**src/rtl/counter_sequencer.sv**
```systemverilog
// Wishbone-programmable up-counter sequencer: start/stop, load, compare-match,
// auto-reload/one-shot, level IRQ and LA load arbitration.
// Optional 8-bit tick prescaler (register 5) is built when COUNTER_SEQ_PRESCALER_EN is defined.
module counter_sequencer #(
  parameter int BITS = 16
) (
  input  logic            wb_clk_i,
  input  logic            wb_rst_ni,
  input  logic            wbs_stb_i,
  input  logic            wbs_cyc_i,
  input  logic            wbs_we_i,
  input  logic [3:0]      wbs_sel_i,
  input  logic [31:0]     wbs_dat_i,
  input  logic [31:0]     wbs_adr_i,
  output logic            wbs_ack_o,
  output logic [31:0]     wbs_dat_o,
  input  logic            la_load_i,
  input  logic [BITS-1:0] la_value_i,
  output logic            la_busy_o,
  output logic [BITS-1:0] count_o,
  output logic            running_o,
  output logic            irq_o
);

  localparam logic [1:0] ST_IDLE = 2'd0;
  localparam logic [1:0] ST_RUN  = 2'd1;
  localparam logic [1:0] ST_HOLD = 2'd2;

  localparam logic [2:0] A_CTRL   = 3'd0;
  localparam logic [2:0] A_LOAD   = 3'd1;
  localparam logic [2:0] A_CMP    = 3'd2;
  localparam logic [2:0] A_STATUS = 3'd3;
  localparam logic [2:0] A_COUNT  = 3'd4;
  localparam logic [2:0] A_PRESC  = 3'd5;

  logic [1:0]      state, state_nxt;
  logic            ctrl_en, ctrl_oneshot, ctrl_irq_en;
  logic [BITS-1:0] load_val, cmp_val, count;
  logic            match_flag;
  logic            la_pending;
  logic [BITS-1:0] la_value_q;

  logic [2:0]  reg_sel;
  logic [31:0] byte_mask;
  logic        wb_req, wr_req, rd_req;
  logic        wr_ctrl, wb_load, en_nxt;
  logic        la_take, load_any, tick, at_cmp, presc_done;
  logic [BITS-1:0] la_load_val;
  logic [31:0] rd_data;

  // Address bits outside [4:2] are deliberately ignored.
  logic unused_adr;
  assign unused_adr = ^{wbs_adr_i[31:5], wbs_adr_i[1:0]};

  function automatic logic [31:0] merge_bytes(input logic [31:0] old_v,
                                              input logic [31:0] new_v,
                                              input logic [31:0] mask);
    return (old_v & ~mask) | (new_v & mask);
  endfunction

  assign reg_sel   = wbs_adr_i[4:2];
  assign byte_mask = {{8{wbs_sel_i[3]}}, {8{wbs_sel_i[2]}}, {8{wbs_sel_i[1]}}, {8{wbs_sel_i[0]}}};
  assign wb_req    = wbs_cyc_i & wbs_stb_i & ~wbs_ack_o;
  assign wr_req    = wb_req & wbs_we_i;
  assign rd_req    = wb_req & ~wbs_we_i;

  // EN as it will be after this cycle's write, so a same-cycle EN clear steers the FSM at once.
  assign wr_ctrl = wr_req && (reg_sel == A_CTRL) && wbs_sel_i[0];
  assign wb_load = wr_ctrl & wbs_dat_i[3];
  assign en_nxt  = wr_ctrl ? wbs_dat_i[0] : ctrl_en;

  // WB load wins; a losing or pending LA request is applied on the first free cycle.
  assign la_take     = (la_load_i | la_pending) & ~wb_load;
  assign la_load_val = la_load_i ? la_value_i : la_value_q;
  assign load_any    = wb_load | la_take;
  assign tick        = (state == ST_RUN) & ~load_any & presc_done;
  assign at_cmp      = (count == cmp_val);

  // NOTE: combinational blocks assign a default first so every path is covered and no latch is inferred.
  always_comb begin
    state_nxt = state;
    case (state)
      ST_IDLE: if (en_nxt) state_nxt = ST_RUN;
      ST_RUN: begin
        if (!en_nxt)                            state_nxt = ST_IDLE;
        else if (tick && at_cmp && ctrl_oneshot) state_nxt = ST_HOLD;
      end
      ST_HOLD: begin
        if (!en_nxt)      state_nxt = ST_IDLE;
        else if (wb_load) state_nxt = ST_RUN;
      end
      default: state_nxt = ST_IDLE;
    endcase
  end

  // NOTE: sequential state uses non-blocking assignments so every register samples pre-edge values.
  always_ff @(posedge wb_clk_i or negedge wb_rst_ni) begin
    if (!wb_rst_ni) begin
      state        <= ST_IDLE;
      ctrl_en      <= 1'b0;
      ctrl_oneshot <= 1'b0;
      ctrl_irq_en  <= 1'b0;
      load_val     <= '0;
      cmp_val      <= '0;
      count        <= '0;
      match_flag   <= 1'b0;
      la_pending   <= 1'b0;
      la_value_q   <= '0;
    end else begin
      state <= state_nxt;

      if (wr_ctrl) begin
        ctrl_en      <= wbs_dat_i[0];
        ctrl_oneshot <= wbs_dat_i[1];
        ctrl_irq_en  <= wbs_dat_i[2];
      end
      if (wr_req && reg_sel == A_LOAD)
        load_val <= BITS'(merge_bytes(32'(load_val), wbs_dat_i, byte_mask));
      if (wr_req && reg_sel == A_CMP)
        cmp_val <= BITS'(merge_bytes(32'(cmp_val), wbs_dat_i, byte_mask));

      if (wb_load)      count <= load_val;
      else if (la_take) count <= la_load_val;
      else if (tick) begin
        if (!at_cmp)            count <= count + BITS'(1);
        else if (!ctrl_oneshot) count <= load_val;
      end

      // Setting has priority over a same-cycle write-1-to-clear.
      if (tick && at_cmp)
        match_flag <= 1'b1;
      else if (wr_req && reg_sel == A_STATUS && wbs_sel_i[0] && wbs_dat_i[0])
        match_flag <= 1'b0;

      if (wb_load) begin
        if (la_load_i) begin
          la_pending <= 1'b1;
          la_value_q <= la_value_i;
        end
      end else begin
        la_pending <= 1'b0;
      end
    end
  end

`ifdef COUNTER_SEQ_PRESCALER_EN
  logic [7:0] prescale, presc_cnt;

  assign presc_done = (presc_cnt == prescale);

  always_ff @(posedge wb_clk_i or negedge wb_rst_ni) begin
    if (!wb_rst_ni) begin
      prescale  <= 8'd0;
      presc_cnt <= 8'd0;
    end else begin
      if (wr_req && reg_sel == A_PRESC && wbs_sel_i[0])
        prescale <= wbs_dat_i[7:0];
      if (load_any || state_nxt != state || state != ST_RUN || presc_done)
        presc_cnt <= 8'd0;
      else
        presc_cnt <= presc_cnt + 8'd1;
    end
  end
`else
  assign presc_done = 1'b1;
`endif

  always_comb begin
    rd_data = '0;
    case (reg_sel)
      A_CTRL:   rd_data = {29'd0, ctrl_irq_en, ctrl_oneshot, ctrl_en};
      A_LOAD:   rd_data = 32'(load_val);
      A_CMP:    rd_data = 32'(cmp_val);
      A_STATUS: rd_data = {28'd0, state, running_o, match_flag};
      A_COUNT:  rd_data = 32'(count);
`ifdef COUNTER_SEQ_PRESCALER_EN
      A_PRESC:  rd_data = {24'd0, prescale};
`endif
      default:  rd_data = '0;
    endcase
  end

  // Ack rises one cycle after a request and drops the next, giving exactly one ack per access.
  always_ff @(posedge wb_clk_i or negedge wb_rst_ni) begin
    if (!wb_rst_ni) begin
      wbs_ack_o <= 1'b0;
      wbs_dat_o <= '0;
    end else begin
      wbs_ack_o <= wb_req;
      wbs_dat_o <= rd_req ? rd_data : '0;
    end
  end

  assign count_o   = count;
  assign running_o = (state == ST_RUN);
  assign irq_o     = match_flag & ctrl_irq_en;
  assign la_busy_o = la_pending;

endmodule

```
**config.mk**
```make
export PLATFORM = sky130hd
export DESIGN_NAME = counter_sequencer
export DESIGN_NICKNAME = d
export VERILOG_FILES = /design/src/rtl/counter_sequencer.sv
export SDC_FILE = /design/constraint.sdc
export NUM_CORES = 1
export LEC_CHECK = 0
export ABC_AREA = 1
export CAP_MARGIN = 20
export CORE_MARGIN = 8
export CORE_UTILIZATION = 53
export DETAILED_ROUTE_END_ITERATION = 7
export PLACE_DENSITY = 0.86
export SLEW_MARGIN = 20
export SYNTH_ARGS = -nofsm -noshare
export SYNTH_HDL_FRONTEND = slang
export SYNTH_SLANG_ARGS = --single-unit
```
**constraint.sdc**
```tcl
create_clock -name wb_clk_i -period 2.65 [get_ports wb_clk_i]
set_input_delay 0.265 -clock wb_clk_i [delete_from_list [all_inputs] [get_ports wb_clk_i]]
set_output_delay 0.265 -clock wb_clk_i [all_outputs]
set_load 0.005 [all_outputs]
```
==> flow_results.xml <==
<?xml version="1.0" encoding="UTF-8"?>
<metrics>
  <group name="sta">
    <metric name="timing_worst_slew_pin_value" unit="ns">0.620</metric>
    <metric name="final.period_utilization" unit="">0.779</metric>
    <metric name="slew_headroom" unit="">0.586</metric>
    <metric name="timing.final.hold_violations" unit="">0</metric>
    <metric name="min_period" unit="ns">2.06</metric>
    <metric name="clock_skew_after_layout" unit="ns">0.0119</metric>
    <metric name="maximum_clock_frequency" unit="MHz">484</metric>
    <metric name="grt_setup_unrepaired" unit="">no</metric>
    <metric name="setup_violations" unit="">0</metric>
    <metric name="final_sum_of_negative_setup_slack" unit="ns">0</metric>
    <metric name="final-max-slew-violation-count" unit="">0</metric>
  </group>
  <group name="grt">
    <metric name="antenna_found_initial" unit="">0</metric>
    <metric name="global_route.usage.total" unit="">0.215</metric>
    <metric name="grt_pass1_vias" unit="">4832</metric>
    <metric name="grt_pass1_wl" unit="um">23200</metric>
    <metric name="grt_overflow" unit="">0</metric>
    <metric name="pin_count_of_the_biggest_net_entering_global_routing" unit="">48</metric>
  </group>
  <group name="routing">
    <metric name="routedWlPerCell" unit="um">13.8</metric>
    <metric name="num_vias" unit="">5163</metric>
    <metric name="drt_first_pass_iters" unit="">5</metric>
    <metric name="antenna_left" unit="">0</metric>
    <metric name="route.detailed.drc" unit="">0</metric>
    <metric name="wl" unit="um">13900</metric>
    <metric name="detail_route.iter0.violations" unit="">509</metric>
    <metric name="via_per_inst" unit="">5.11</metric>
  </group>
  <group name="floorplanning">
    <metric name="initial_core_util" unit="">0.534</metric>
    <metric name="num_rows" unit="">37</metric>
    <metric name="dieArea" unit="um2">13700</metric>
    <metric name="core_region_area" unit="um2">10100</metric>
    <metric name="die_height" unit="um">117</metric>
    <metric name="die_w" unit="um">117</metric>
    <metric name="floorplan.io_pins" unit="">142</metric>
  </group>
  <group name="layout">
    <metric name="n_antenna_cell" unit="">0</metric>
    <metric name="synthToLayoutAreaGrowth" unit="%">20.5</metric>
    <metric name="final_core_util" unit="">0.643</metric>
    <metric name="final-seq-area" unit="um2">2200</metric>
    <metric name="fin_nets" unit="">960</metric>
    <metric name="drive_gt1_frac" unit="">0.0698</metric>
    <metric name="layout.filler_cells" unit="">902</metric>
    <metric name="multi_input_comb_area" unit="um2">2510</metric>
  </group>
  <group name="worst_hold_path">
    <metric name="worst_hold_path_type" unit="">in -&gt; async</metric>
  </group>
  <group name="clocking">
    <metric name="clk_latency" unit="ns">0.36</metric>
    <metric name="clk_pin_slew" unit="ns">0.09</metric>
    <metric name="cts.repair_timing.setup_buffer_count" unit="">0</metric>
    <metric name="numCtsBuffers" unit="">9</metric>
    <metric name="cts.htree.levels" unit="">3</metric>
    <metric name="cts_num_sinks" unit="">88</metric>
    <metric name="clockRootBuffer" unit="">clkbuf_8</metric>
    <metric name="cts_buffer_depth" unit="">2</metric>
    <metric name="tritoncts" unit="">built</metric>
  </group>
  <group name="outcome">
    <metric name="outcome" unit="">finished clean</metric>
  </group>
  <group name="critical_path">
    <metric name="setup.worst_path.start_class" unit="">flip-flop</metric>
    <metric name="path_class" unit="">reg -&gt; reg</metric>
    <metric name="critical_path.slowest_cell" unit="">dfrtp_1</metric>
    <metric name="crit_path_largest_cell_delay" unit="ns">0.58</metric>
    <metric name="cp_top_family" unit="">simple AND/OR/NAND/NOR gates</metric>
    <metric name="required" unit="ns">2.89</metric>
    <metric name="timing.critical_path.cells" unit="">inv_2 -&gt; nand2_1 -&gt; nand2_1 -&gt; clkinv_1 -&gt; nand2_1 -&gt; nor2_1 -&gt; nand2_1 -&gt; nor2_4 -&gt; nand2_2 -&gt; nand2_4 -&gt; nand2_4 -&gt; nor2_1 -&gt; nor2_1</metric>
    <metric name="crit_path_frequent_cell" unit="">nand2_1</metric>
    <metric name="end_kind" unit="">flip-flop</metric>
    <metric name="crit_path_dat" unit="ns">2.31</metric>
    <metric name="critical_path_peak_fanout" unit="">16</metric>
    <metric name="timing.critical_path.buf_inv" unit="">2</metric>
  </group>
  <group name="synthesis">
    <metric name="synth.most_common_cell" unit="">nand2_1</metric>
    <metric name="yosysTopAreaCellShare" unit="">0.409</metric>
    <metric name="synth_largest_area_cell" unit="">dfrtp_1</metric>
    <metric name="seq_area_frac_synth" unit="">0.409</metric>
    <metric name="synth.lib_cells_used.distinct" unit="">35</metric>
    <metric name="top_cell_types_by_occurrence_after_synthesis" unit="">nand2_1, inv_1, dfrtp_1, o21ai_0, nor2_1</metric>
    <metric name="synth_area_per_cell" unit="um2">6.82</metric>
    <metric name="synth_area_leaders" unit="">dfrtp_1, nand2_1, inv_1, o21ai_0, nand3_1</metric>
    <metric name="asyncSetResetFlopFracSynth" unit="">1.00</metric>
    <metric name="synth_cells" unit="">790</metric>
    <metric name="synthesis.area" unit="um2">5390</metric>
    <metric name="synth_seq_cells" unit="">88</metric>
    <metric name="post_synth_edffs" unit="">0</metric>
    <metric name="yosys_warnings" unit="">0</metric>
    <metric name="dominantRegCellSynth" unit="">dfrtp_1</metric>
  </group>
  <group name="place">
    <metric name="placement.io_buffers" unit="">78</metric>
    <metric name="place_congestion" unit="">0.912</metric>
    <metric name="detailedPlacementHpwl" unit="um">10500</metric>
  </group>
  <group name="pwr">
    <metric name="power_per_cell_area" unit="nW/um2">526</metric>
    <metric name="peakVddDrop" unit="uV">235</metric>
    <metric name="p_leak" unit="uW">0.00328</metric>
  </group>
  <group name="run">
    <metric name="max-cap-violations" unit="">0</metric>
  </group>
</metrics>
## metrics by stage
stage | hold slack (ns) | total power, uW | setup WS (ns) | instance area [um2] | cells
2_1_floorplan | -0.0306 | 2150 | 0.992 | 5450 | 805
6_report | 0.429 | 3420 | 0.586 | 6490 | 1010
4_1_cts | 0.451 | 3420 | 0.629 | 6490 | 1010
3_3_place_gp | 0.282 | 2460 | 0.350 | 6290 | 993
5_1_grt | 0.481 | 3620 | 0.408 | 6490 | 1010
3_5_place_dp | 0.287 | 2490 | 0.310 | 6290 | 993
## worst register-to-register path, delay by kind of cell (launching register included)
kind | cells | cell delay, ns
buf+inv | 2 | 0.14
flops | 1 | 0.58
simple gates | 11 | 1.23
## layout by cell type, fill, tap and decap left out, drive strengths merged
| master | count |
|---|---|
| a211oi | 1 |
| a21oi | 1 |
| a221oi | 2 |
| a311oi | 1 |
| and2 | 1 |
| buf | 15 |
| bufinv | 1 |
| clkbuf | 10 |
| clkdlybuf4s50 | 77 |
| clkinv | 5 |
| clkinvlp | 2 |
| conb | 16 |
| dfrtp | 88 |
| dlygate4sd3 | 1 |
| ha | 1 |
| inv | 130 |
| nand2 | 240 |
| nand3 | 63 |
| nand4 | 4 |
| nor2 | 83 |
| nor3 | 6 |
| o21ai | 94 |
| o221ai | 4 |
| o22ai | 13 |
| xnor2 | 5 |
| xor2 | 10 |
## worst paths after layout
check                      cells past startpoint                     from  slack, ns                    endpoint
hold reg to reg                                2                flip-flop       0.49                   flip-flop
min in group wb_clk_i                          3            wbs_dat_i[15]       0.48                   flip-flop
max in group asynchronous                      3                wb_rst_ni       1.58     count_o[10]$_DFFE_PN0P_
setup / recovery                              13  count_o[11]$_DFFE_PN0P_       0.59      count_o[8]$_DFFE_PN0P_
hold / removal                                 2                wb_rst_ni       0.43  la_value_q[14]$_DFFE_PN0P_
setup reg to reg                              13  count_o[11]$_DFFE_PN0P_       0.59      count_o[8]$_DFFE_PN0P_
## cell type report
class,instances,share of cell area
clock buffers,10,0.0197
repair buffers,93,0.141
multi-input cells,545,0.387
flip-flops and latches,88,0.339
well taps,136,0.0262
clock inverters,6,0.0104
inverters,132,0.0763
## logic make-up after synthesis
family	synth area share
AOI/OAI and AO/OA	0.117
xor gates and xnor gates	0.0244
adders and majority gates	0.00232
buffers and inverters	0.136
DFF	0.409
other	0.000696
and+or+nand+nor	0.312
## what timing repair did
action	in CTS	in global routing
hold buffers	1	0
endpoints found under the hold margin	41	0
gates resized for setup	0	0
## report_power, final
part / leakage [uW] / switching [uW] / internal [uW]
registers: 0.00110 / 164 / 1470
logic: 0.00209 / 482 / 357
clock network: 0.0000929 / 500 / 440
total: 0.00328 / 1150 / 2270
## layer usage
layer	track usage	part of all wire
met1	0.290	0.43
met2	0.334	0.45
met3	0.0380	0.088
met4	0.0904	0.030
met5	0	0
(Power assumes the default switching activity.)
